===== src/rtl/batcharger_ctrl_fsm.sv =====
// batcharger_ctrl_fsm: TC/CC/CV Li-ion charge controller with termination, recharge, safety timers and fault latching.
// Ports: clk_i/rst_ni clock and async active-low reset; en_i enable; sel_i capacity select (50 mAh*(sel+1));
//   sample_valid_i strobe qualifying vbat_i/ibat_i/vtemp_i ADC codes; tc_o/cc_o/cv_o one-hot mode flags;
//   done_o charge complete; fault_o latched fault; iset_o/vset_o current/voltage DAC setpoints.
// Build option: define TEMP_PROT_EN to fault on vtemp outside [TLOW, THIGH] while charging.
module batcharger_ctrl_fsm #(
    parameter int ADC_W       = 10,
    parameter int VCUTOFF     = 600,
    parameter int VTARGET     = 840,
    parameter int VRECHG      = 800,
    parameter int ICC_STEP    = 16,
    parameter int END_CNT     = 4,
    parameter int TMR_W       = 16,
    parameter int TC_TIMEOUT  = 1024,
    parameter int CHG_TIMEOUT = 65535,
    parameter int TLOW        = 100,
    parameter int THIGH       = 400
) (
    input  logic             clk_i,
    input  logic             rst_ni,
    input  logic             en_i,
    input  logic [3:0]       sel_i,
    input  logic             sample_valid_i,
    input  logic [ADC_W-1:0] vbat_i,
    input  logic [ADC_W-1:0] ibat_i,
    input  logic [ADC_W-1:0] vtemp_i,
    output logic             tc_o,
    output logic             cc_o,
    output logic             cv_o,
    output logic             done_o,
    output logic             fault_o,
    output logic [ADC_W-1:0] iset_o,
    output logic [ADC_W-1:0] vset_o
);
    typedef enum logic [2:0] {S_IDLE, S_TC, S_CC, S_CV, S_DONE, S_FAULT} state_e;
    localparam int IMAX = (1 << ADC_W) - 1;
    localparam int EC_W = $clog2(END_CNT + 1);
    state_e            state_q, state_d;
    logic [TMR_W-1:0]  tc_tmr_q, tc_tmr_d, chg_tmr_q, chg_tmr_d, tc_inc, chg_inc;
    logic [EC_W-1:0]   end_cnt_q, end_cnt_d, ec_inc;
    logic [ADC_W-1:0]  iset_q, iset_d, icc, itc, iend;
    logic [31:0]       icc_w;
    logic              temp_bad, tc_exp, chg_exp;
    assign icc_w = (32'(sel_i) + 32'd1) * 32'(ICC_STEP);
    assign icc   = (icc_w > 32'(IMAX)) ? ADC_W'(IMAX) : icc_w[ADC_W-1:0];
    assign itc   = icc >> 3;
    assign iend  = icc >> 4;
`ifdef TEMP_PROT_EN
    assign temp_bad = (vtemp_i < ADC_W'(TLOW)) || (vtemp_i > ADC_W'(THIGH));
`else
    logic unused_vtemp;
    assign unused_vtemp = ^vtemp_i;
    assign temp_bad     = 1'b0;
`endif
    // Saturating increments so a timer parked at its ceiling never wraps back to zero.
    assign tc_inc  = (&tc_tmr_q) ? tc_tmr_q : tc_tmr_q + 1'b1;
    assign chg_inc = (&chg_tmr_q) ? chg_tmr_q : chg_tmr_q + 1'b1;
    assign ec_inc  = (end_cnt_q == EC_W'(END_CNT)) ? end_cnt_q : end_cnt_q + 1'b1;
    assign tc_exp  = tc_inc >= TMR_W'(TC_TIMEOUT);
    assign chg_exp = chg_inc >= TMR_W'(CHG_TIMEOUT);
    always_comb begin
        state_d   = state_q;
        tc_tmr_d  = tc_tmr_q;
        chg_tmr_d = chg_tmr_q;
        end_cnt_d = end_cnt_q;
        if (!en_i) begin
            state_d   = S_IDLE;
            tc_tmr_d  = '0;
            chg_tmr_d = '0;
            end_cnt_d = '0;
        end else if (sample_valid_i) begin
            case (state_q)
                S_IDLE: state_d = (vbat_i < ADC_W'(VCUTOFF)) ? S_TC :
                                  (vbat_i < ADC_W'(VTARGET)) ? S_CC : S_CV;
                S_TC: begin
                    tc_tmr_d = tc_inc;
                    state_d  = (temp_bad || tc_exp) ? S_FAULT :
                               (vbat_i >= ADC_W'(VCUTOFF)) ? S_CC : S_TC;
                end
                S_CC: begin
                    chg_tmr_d = chg_inc;
                    state_d   = (temp_bad || chg_exp) ? S_FAULT :
                                (vbat_i >= ADC_W'(VTARGET)) ? S_CV : S_CC;
                end
                S_CV: begin
                    chg_tmr_d = chg_inc;
                    end_cnt_d = (ibat_i < iend) ? ec_inc : '0;
                    state_d   = (temp_bad || chg_exp) ? S_FAULT :
                                (end_cnt_d == EC_W'(END_CNT)) ? S_DONE : S_CV;
                end
                S_DONE: begin
                    if (temp_bad) begin
                        state_d = S_FAULT;
                    end else if (vbat_i < ADC_W'(VRECHG)) begin
                        state_d   = S_CC;
                        chg_tmr_d = '0;
                        end_cnt_d = '0;
                    end
                end
                S_FAULT: state_d = S_FAULT;
                default: state_d = S_IDLE;
            endcase
        end
    end
    // iset is latched only on a sample (or disable) so a sel change waits for the next sample.
    assign iset_d = (state_d == S_TC) ? itc :
                    (state_d == S_CC || state_d == S_CV) ? icc : '0;
    always_ff @(posedge clk_i or negedge rst_ni) begin
        if (!rst_ni) begin
            state_q   <= S_IDLE;
            tc_tmr_q  <= '0;
            chg_tmr_q <= '0;
            end_cnt_q <= '0;
            iset_q    <= '0;
        end else begin
            state_q   <= state_d;
            tc_tmr_q  <= tc_tmr_d;
            chg_tmr_q <= chg_tmr_d;
            end_cnt_q <= end_cnt_d;
            if (!en_i || sample_valid_i) iset_q <= iset_d;
        end
    end
    assign tc_o    = state_q == S_TC;
    assign cc_o    = state_q == S_CC;
    assign cv_o    = state_q == S_CV;
    assign done_o  = state_q == S_DONE;
    assign fault_o = state_q == S_FAULT;
    assign iset_o  = iset_q;
    assign vset_o  = (tc_o || cc_o || cv_o) ? ADC_W'(VTARGET) : '0;
endmodule


===== config.mk =====
export PLATFORM = sky130hd
export DESIGN_NAME = batcharger_ctrl_fsm
export DESIGN_NICKNAME = d
export VERILOG_FILES = /design/src/rtl/batcharger_ctrl_fsm.sv
export SDC_FILE = /design/constraint.sdc
export NUM_CORES = 1
export LEC_CHECK = 0
export CORE_MARGIN = 3
export CORE_UTILIZATION = 40
export CTS_BUF_LIST = sky130_fd_sc_hd__clkbuf_8
export DETAILED_ROUTE_END_ITERATION = 10
export SETUP_SLACK_MARGIN = 0.02
export SLEW_MARGIN = 20
export SYNTH_ARGS = -nofsm -noshare
export SYNTH_HDL_FRONTEND = slang
export SYNTH_SLANG_ARGS = --single-unit

===== constraint.sdc =====
create_clock -name clk_i -period 3.21 [get_ports clk_i]
set_input_delay 0.321 -clock clk_i [delete_from_list [all_inputs] [get_ports clk_i]]
set_output_delay 0.321 -clock clk_i [all_outputs]
set_load 0.03 [all_outputs]

[After elaboration in Yosys (flattened, before gate mapping)]
Cells that the tools add are included.
Widths: inputs -> output; s select.
Word-level totals
  bits in registers: 48
  input bits: 38
  logic and storage cells: 76
Operators by class
  add/sub/neg operators: 4
  $lt $le $gt $ge: 9
  equal/unequal tests: 15
  muxes and demuxes: 31
  reductions and logical operators: 12
Operators by type and width (number)
  $mux 16: 8
  $mux 10: 4
  $mux 3: 12
  $add 16x1->16 const B: 2
  $pmux 16 s2: 1
  $reduce_and 16->1: 2
  $lt 10x10->1 const B: 3
  $ge 10x10->1 const B: 2
  $pmux 3 s6: 1
  $ge 16x11->1 const B: 1
  $ge 16x16->1 const B: 1
  $eq 3x2->1 const B: 4
  $eq 3x3->1 const B: 4
  $gt 9x10->1 const B: 1
  $lt 10x6->1: 1
  $eq 3x1->1 const B: 2
  $ne 3x2->1 const B: 2
  $pmux 3 s2: 1
  $reduce_and 3->1: 2
  $add 4x1->5 const B: 1
  $logic_or 1x1->1: 4
  $mux 2: 2
  $ne 2x1->1 const B: 2
  $add 3x1->3 const B: 1
  other kinds (6): 7

[Logic depth before layout (Yosys ltp)]
Gate-level depths: netlist of run 1.
  depth after elaboration: 15
  mapped depth: 11

[Worst setup path after synthesis of run 1]
Ideal clock, no wire load.
  kind: reg2reg
  from: reg tc_tmr_q[0]
  to: reg iset_q[3], in the netlist iset_o[3]
  library setup time: 127 ps
  arrival time: 2551 ps
  slack: 532 ps
  stages on the path, launching flop included: 10
  buffers on the path: 0
  period minus slack after synthesis: 2678 ps
  cell sequence: dfrtp_1 -> ha_1 -> nand4_2 -> nor4_2 -> mux2_2 -> or4_1 -> o2111ai_1 -> o211ai_1 -> nand3b_4 -> o21ai_2
Between the ends
  word-level cells in the longest chain between the ends: 11
Ends and longest elaborated chain
  start, declared: line 39  | logic [TMR_W-1:0] tc_tmr_q, tc_tmr_d, chg_tmr_q, chg_tmr_d, tc_inc, chg_inc;
  start signal, assigned: line 117  | tc_tmr_q <= tc_tmr_d;
  $add 16x1->16 / $reduce_and 16->1 (equally long branches): line 56  | assign tc_inc = (&tc_tmr_q) ? tc_tmr_q : tc_tmr_q + 1'b1;
  $mux 16 *: line 56
  $ge 16x11->1 *: line 59  | assign tc_exp = tc_inc >= TMR_W'(TC_TIMEOUT);
  $mux 3 *: line 77  | state_d = (temp_bad || tc_exp) ? S_FAULT :
  $pmux 3 s6 *: line 72  | case (state_q)
  $mux 3 *: line 71  | end else if (sample_valid_i) begin
  $mux 3 *: line 66  | if (!en_i) begin
  via state_d[0]: line 38  | state_e state_q, state_d;
  $eq 3x2->1: line 107  | (state_d == S_CC || state_d == S_CV) ? icc : '0;
  $logic_or 1x1->1: line 107
  $mux 10: line 107
  $mux 10 *: line 106  | assign iset_d = (state_d == S_TC) ? itc :
  end signal, assigned: line 120  | if (!en_i || sample_valid_i) iset_q <= iset_d;
  end, declared: line 41  | logic [ADC_W-1:0] iset_q, iset_d, icc, itc, iend;
The timed path passes the listed nets; every way through them passes the cells marked *.
A chain may end at the register's enable or synchronous reset.

[Final worst setup path of run 1]
  from: reg chg_tmr_q[0]
  to: reg iset_q[3], in the netlist iset_o[3]
Between the ends
  word-level cells in the longest chain between the ends: 11
Ends and longest elaborated chain
  start, declared: line 39
  start signal, assigned: line 118  | chg_tmr_q <= chg_tmr_d;
  $add 16x1->16 / $reduce_and 16->1 (equally long branches): line 57  | assign chg_inc = (&chg_tmr_q) ? chg_tmr_q : chg_tmr_q + 1'b1;
  $mux 16 *: line 57
  $ge 16x16->1 *: line 60  | assign chg_exp = chg_inc >= TMR_W'(CHG_TIMEOUT);
  $mux 3 (on tied branches): line 88, 82
  $pmux 3 s6 *: line 72
  $mux 3 *: line 71
  $mux 3 *: line 66
  via state_d[1]: line 38
  $eq 3x2->1: line 107
  $logic_or 1x1->1: line 107
  $mux 10: line 107
  $mux 10 *: line 106
Marked as above.

==> results.md, run 1 <==
* Vias in the first global route at 2826
* Fmax achieved at ~340 MHz
* Initial antenna violation count at 0
* Hold WS at 15.0 ps
* Flop-to-flop setup slack at 260 ps
* Crit path arrival time at 3180 ps
* Post-synthesis xor/xnor area fraction at between 3 and 4%
* Setup tns final at 0 ps
* Area growth syn-to-layout at 17.2%
* Worst vdd ir at 186 uV
* WP data required at 3440 ps
* CTS sink count at 46
* Critical Path Source Type: flop
* Crit Reg-Reg Startpoint: chg_tmr_q[0]
* Main combinational cell family by area after synthesis: simple AND/OR/NAND/NOR gates
* Maximum fanout along the worst path at 7
* EDFF count, synth at 0
* Slew Limit Headroom at 55.1%
* Post-CTS Setup Inserts at 0
* Routed via count at 2921
* Hold_buf cts at 0
* WS Path Type: reg2reg
* Clock skew at just under 4 ps
* Wirelength per Cell at 14.6 um
* Resize count post-CTS at 0
* Largest net degree at the start of global routing at 47
* Clk buf depth at 2
* RSZ-0062 raised after global routing: no
* Clk_lat worst skew at approximately 300 ps
* Grt ovf at 0
* # diodes at 0
* DRT Wirelength at 7570 um
* Antenna-violating nets left at 0
* Slew @ Worst Pin at 673 ps
* Top cell type's share of synthesized area at 35.4%
* Post-synth ARST share at 100%
* CP endpoint kind: flop
* Initial DRC Count at 161
* Compound-Gate Fraction of Synth Area at 19.3%
* Largest area contributor in the netlist: dfrtp_1
* Core box area at 0.00781 sq mm
* CP Capture Point: iset_o[3]
* Fin util at 48.9%
* #FFs+latches synth at 46
* Status: finished clean
* DRT Pass-1 Iters at 4
* Post-Syn Instances at 376
* Post-synthesis sequential area ratio at 35.4%
* Fin. Hold Viols at 0
* Mapped cell area at around 0.0033 sq mm
* Pwr Density at 326 mW/mm^2
* Die H at 96.2 um
* First-pass GRT wire length at ~13000 um
* Die Wd at 96.2 um
* Fin crit period at 2950 ps
* Leak at between 1.5 and 2 nW
* Cts bufs inserted at 5
* Filler cells at 754
* Adder-cell share of the synthesized area at approximately 3.8%
* Synth Area in Simple Gates at approximately 29%
* Vias/cell at 5.64
* Share of layout cells above drive strength 1 at around 13%
* Reg2Reg Depth at 9
* Post-DP Area at 0.00371 sq mm
* Initial Util at 41.7%
* Fin nets at 462
* Clock tree from TritonCTS: done
* CTS root buf: clkbuf_8
* Max-cap viol count at 0
* Top area cells in the synthesized netlist: dfrtp_1 35%, o21ai_0 4.6%, nand2_1 4.5%
* Worst setup path start: chg_tmr_q[0]
* Top_reg_cell synth: dfrtp_1
* Die area at 0.00926 sq mm
* Worst Hold Class: in2async
* GP Congestion at 0.854
* Multiplexer area fraction after synthesis at 2.31%
* I/O Buffers at 41
* I/O pins at 63
* Slew Viols, Final at 0
* Worst-path clk slew at 90 ps
* H-tree depth reported by CTS at 2
* RR Endpoint: iset_o[3]
* # DRC at 0
* Final setup violating endpoints at 0
* Syn_area_per_cell at 8.66 sq um
* Detailed Place HPWL at between 5000 and 6000 um
* Gr usage total at between 15 and 20%
* Yosys cell types at 69
* Period utilisation layout at 91.9%
* Row cnt at 32
* Synth warnings at 0
* Design area at 0.00382 sq mm
-- worst min-delay path by stage --
stage,from,end,slack [ps]
after floorplan,rst_ni,chg_tmr_q[0],30
final,rst_ni,tc_tmr_q[9],10
after global routing,rst_ni,tc_tmr_q[12],70
after global placement,iset_o[2],iset_o[2],470
after detailed placement,iset_o[2],iset_o[2],480
after CTS,rst_ni,tc_tmr_q[9],250
-- final cells by class --
cell class              count  area (sq um)  share of cell area, %
multi-input cells         298          1910                   50.0
clock inverters             2          8.76                  0.230
clock buffers               6          82.6                   2.16
inverters                  11          41.3                   1.08
flip-flops and latches     46          1150                   30.2
repair buffers             53           498                   13.0
well taps                 102           128                   3.34
-- stage by stage --
step	power [mW]	instances	setup slack [ps]
CTS	1.26	518	233
global placement	0.880	510	179
floorplan	0.782	383	532
detailed placement	0.882	510	139
global route	1.32	518	38.9
finish	1.24	518	261
-- power breakdown --
part           leakage [nW]  total [mW]  switching [mW]  internal, mW
clock                0.0524       0.375           0.204         0.171
combinational         0.859       0.264           0.158         0.105
sequential            0.638       0.606          0.0143         0.591
-- cells in the mapped netlist (3+ instances only) --
master	number
a211oi_1	4
nand4_1	12
a31oi_1	6
o211ai_1	3
ha_1	9
clkbuf_1	8
nand2_1	39
nand4_2	3
nand3_1	17
inv_1	11
buf_4	11
and3_1	5
xor2_1	9
a21oi_1	21
dfrtp_1	46
or3_1	3
mux2i_1	3
o21ai_0	30
nor2b_1	3
mux2_2	4
o21ai_2	5
xnor2_1	3
nor3_1	10
nor4_1	6
nor4_2	4
nor2_1	38
and2_1	4
a22o_2	3
o31ai_1	4
-- critical path: stages (launching register included) --
cell and delay, ps:
dfrtp_1 430, ha_1 320, nand4_2 280, nor4_4 340, mux2_2 370, a211oi_2 210, nand3_1 170, a211o_2 390
nand3b_4 220, o21ai_2 140
-- routing by layer --
metal	wire length [um]	share of wire [%]	vias to the layer above	track usage (%)
li1	-	-	1445	-
met1	3510	46	1411	23.2
met2	3700	49	53	29.7
met3	241	3.2	12	2.42
met4	115	1.5	0	6.04
met5	0	0	-	0
-- cells by family after synthesis --
| kind of cell | Yosys count |
|---|---|
| compound gates | 96 |
| mux | 7 |
| simple gates | 165 |
| fa+ha+maj | 10 |
| xor+xnor | 12 |
| other cells | 1 |
| buf+inv | 39 |
| flops | 46 |
-- registers in the layout, indices dropped and copies added, names as in the netlist --
register and count:
chg_tmr_q 16, state_q 3, tc_tmr_q 16, end_cnt_q 3, iset_o 8
-- cell usage in the layout (no fill, tap or decap), drive strengths merged, types with 3 or more instances in the layout --
cell type / n
ha: 9
a21oi: 21
nand3: 18
a211oi: 6
buf: 13
and3: 5
nor4b: 3
nor3: 12
a31oi: 6
a22o: 4
nand2: 39
or3: 3
mux2i: 3
xor2: 9
nand4: 16
clkdlybuf4s50: 40
dfrtp: 46
nor2b: 3
o31ai: 4
o211ai: 3
nor2: 38
or4: 3
xnor2: 3
and2: 5
mux2: 4
conb: 8
clkbuf: 6
o21ai: 36
nor4: 11
inv: 12
(Power assumes the default switching activity.)
==> run 2: changes to the inputs <==
Settings changed: PLACE_DENSITY_LB_ADDON set to 0.25.
==> results.md, run 2 (same netlist as run 1, synthesis figures left out) <==
* Largest stage delay, worst path at 430 ps
* GR met3 Demand/Resource at 3.13%
* # DRC at 0
* GR Layer Usage met2 at 28.7%
* First-pass GRT wire length at 12700 um
* Placed insts at 509
* Multi-input logic area at 0.00192 sq mm
* Met1 Resource Use GR at about 23%
* Initial DRC Count at approximately 140
* CP endpoint kind: flop
* Resize count post-CTS at 0
* Final Instance Count excl. Fillers at just over 500
* Slew Limit Headroom at a little over half
* Crit path arrival time at 3230 ps
* Gr usage total at 17.1%
* Max-cap viol count at 0
* Wirelength per Cell at around 15 um
* Most common cell after layout, fill and taps aside: dfrtp_1
* Worst-path clk slew at 90 ps
* Fin crit period at 3010 ps
* CTS sink count at 46
* WP data required at about 3400 ps
* Hold_buf cts at 0
* Critical Path Source Type: flop
* Period utilisation layout at 93.7%
* Filler cells at around 770
* Slew @ Worst Pin at 674 ps
* Fmax achieved at 333 MHz
* Final setup violating endpoints at 0
* Cell family with most CP delay: simple AND/OR/NAND/NOR gates
* DRT Wirelength at approximately 7600 um
* CP cell instances: ha_1, nand4_2, nor4_4, mux2_2, a211oi_2, nand3_1, a211o_2, nand3b_4, o21ai_2
* Fin. Hold Viols at 0
* Initial Util at around two fifths
* Clock tree from TritonCTS: done
* Pre-CTS setup slack at 158 ps
* # diodes at 0
* Clk buf depth at 2
* Reg area at 0.00115 sq mm
* I/O pins at 63
* Gr busiest metal: met2
* Status: finished clean
* Flop-to-flop setup slack at 200 ps
* Clock skew at 9.39 ps
* Die H at between 90 and 100 um
* Core box area at 0.00781 sq mm
* Die area at 0.00926 sq mm
* Cts bufs inserted at 5
* Grt ovf at 0
* Antenna-violating nets left at 0
* Leak at 1.55 nW
* I/O Buffers at 41
* Pwr Density at ~320 mW/mm^2
* Worst Hold Class: in2async
* Area growth syn-to-layout at 16.8%
* Post-DP Area at 0.00371 sq mm
* Maximum fanout along the worst path at 7
* Hold WS at 13.3 ps
* Slew Viols, Final at 0
* Design area at around 0.0038 sq mm
* Worst vdd ir at around 160 uV
* Detailed Place HPWL at 5570 um
* Share of layout cells above drive strength 1 at 12.3%
* Crit Reg-Reg Startpoint: chg_tmr_q[0]
* CTS root buf: clkbuf_8
* Worst setup margin at 203 ps
* DRT Pass-1 Iters at 4
* RSZ-0062 raised after global routing: no
* Most frequent cells in the layout: 46 x dfrtp_1, 40 x clkdlybuf4s50_1, 39 x nand2_1
* H-tree depth reported by CTS at 2
* Clk_lat worst skew at 300 ps
* Routed via count at between 2k and 3k
* Vias/cell at 5.56
* Fin nets at 461
* Post-CTS Setup Inserts at 0
* Reg2Reg Depth at 9
* Vias in the first global route at about 2.7k
* RR Endpoint: iset_o[3]
* Fin util at 48.7%
* Row cnt at 32
* Critical path buffers and inverters at 0
* Slowest cell on the critical path: dfrtp_1
* Total power at about 1.2 mW
* Setup tns final at 0 ps
* Initial antenna violation count at 0
* GP Congestion at roughly 0.87
* Die Wd at 96.2 um
* WS Path Type: reg2reg
* Largest net degree at the start of global routing at 47
## run 2: how the worst max path moves through the flow
stage                 startpoint  cells after the start   endpoint  slack [ps]
finish              chg_tmr_q[0]                      9  iset_o[3]         200
global route        chg_tmr_q[0]                      9  iset_o[3]          20
CTS                 chg_tmr_q[0]                      9  iset_o[3]         180
detailed placement      sel_i[0]                     12  iset_o[3]         160
global placement        sel_i[0]                     12  iset_o[3]         160
floorplan            tc_tmr_q[0]                      9  iset_o[3]         530
## run 2: cell type report
cell class                 instances  area share [%]
inverter                          11            1.09
clock buffer                       5            1.81
sequential                        46            30.3
tap                              102            3.36
clock inverter                     2           0.197
multi-input combinational        298            50.4
timing repair buffer              52            12.9
## run 2: layer usage
layer / up-vias / share of wire (%)
met2: 51 / 49
met4: 0 / 0.69
met1: 1360 / 46
met5: - / 0
met3: 5 / 3.6
li1: 1451 / -
## run 2: power breakdown
part	switching [mW]	internal [mW]
clock	0.192	0.144
combinational	0.158	0.106
sequential	0.0141	0.591
total	0.365	0.842
==> run 3: changes to the inputs <==
Settings changed: CTS_CLUSTER_DIAMETER set to 60.
==> results of run 3 <==
Same layout as run 2: the final DEF is identical, and so are final timing and power.
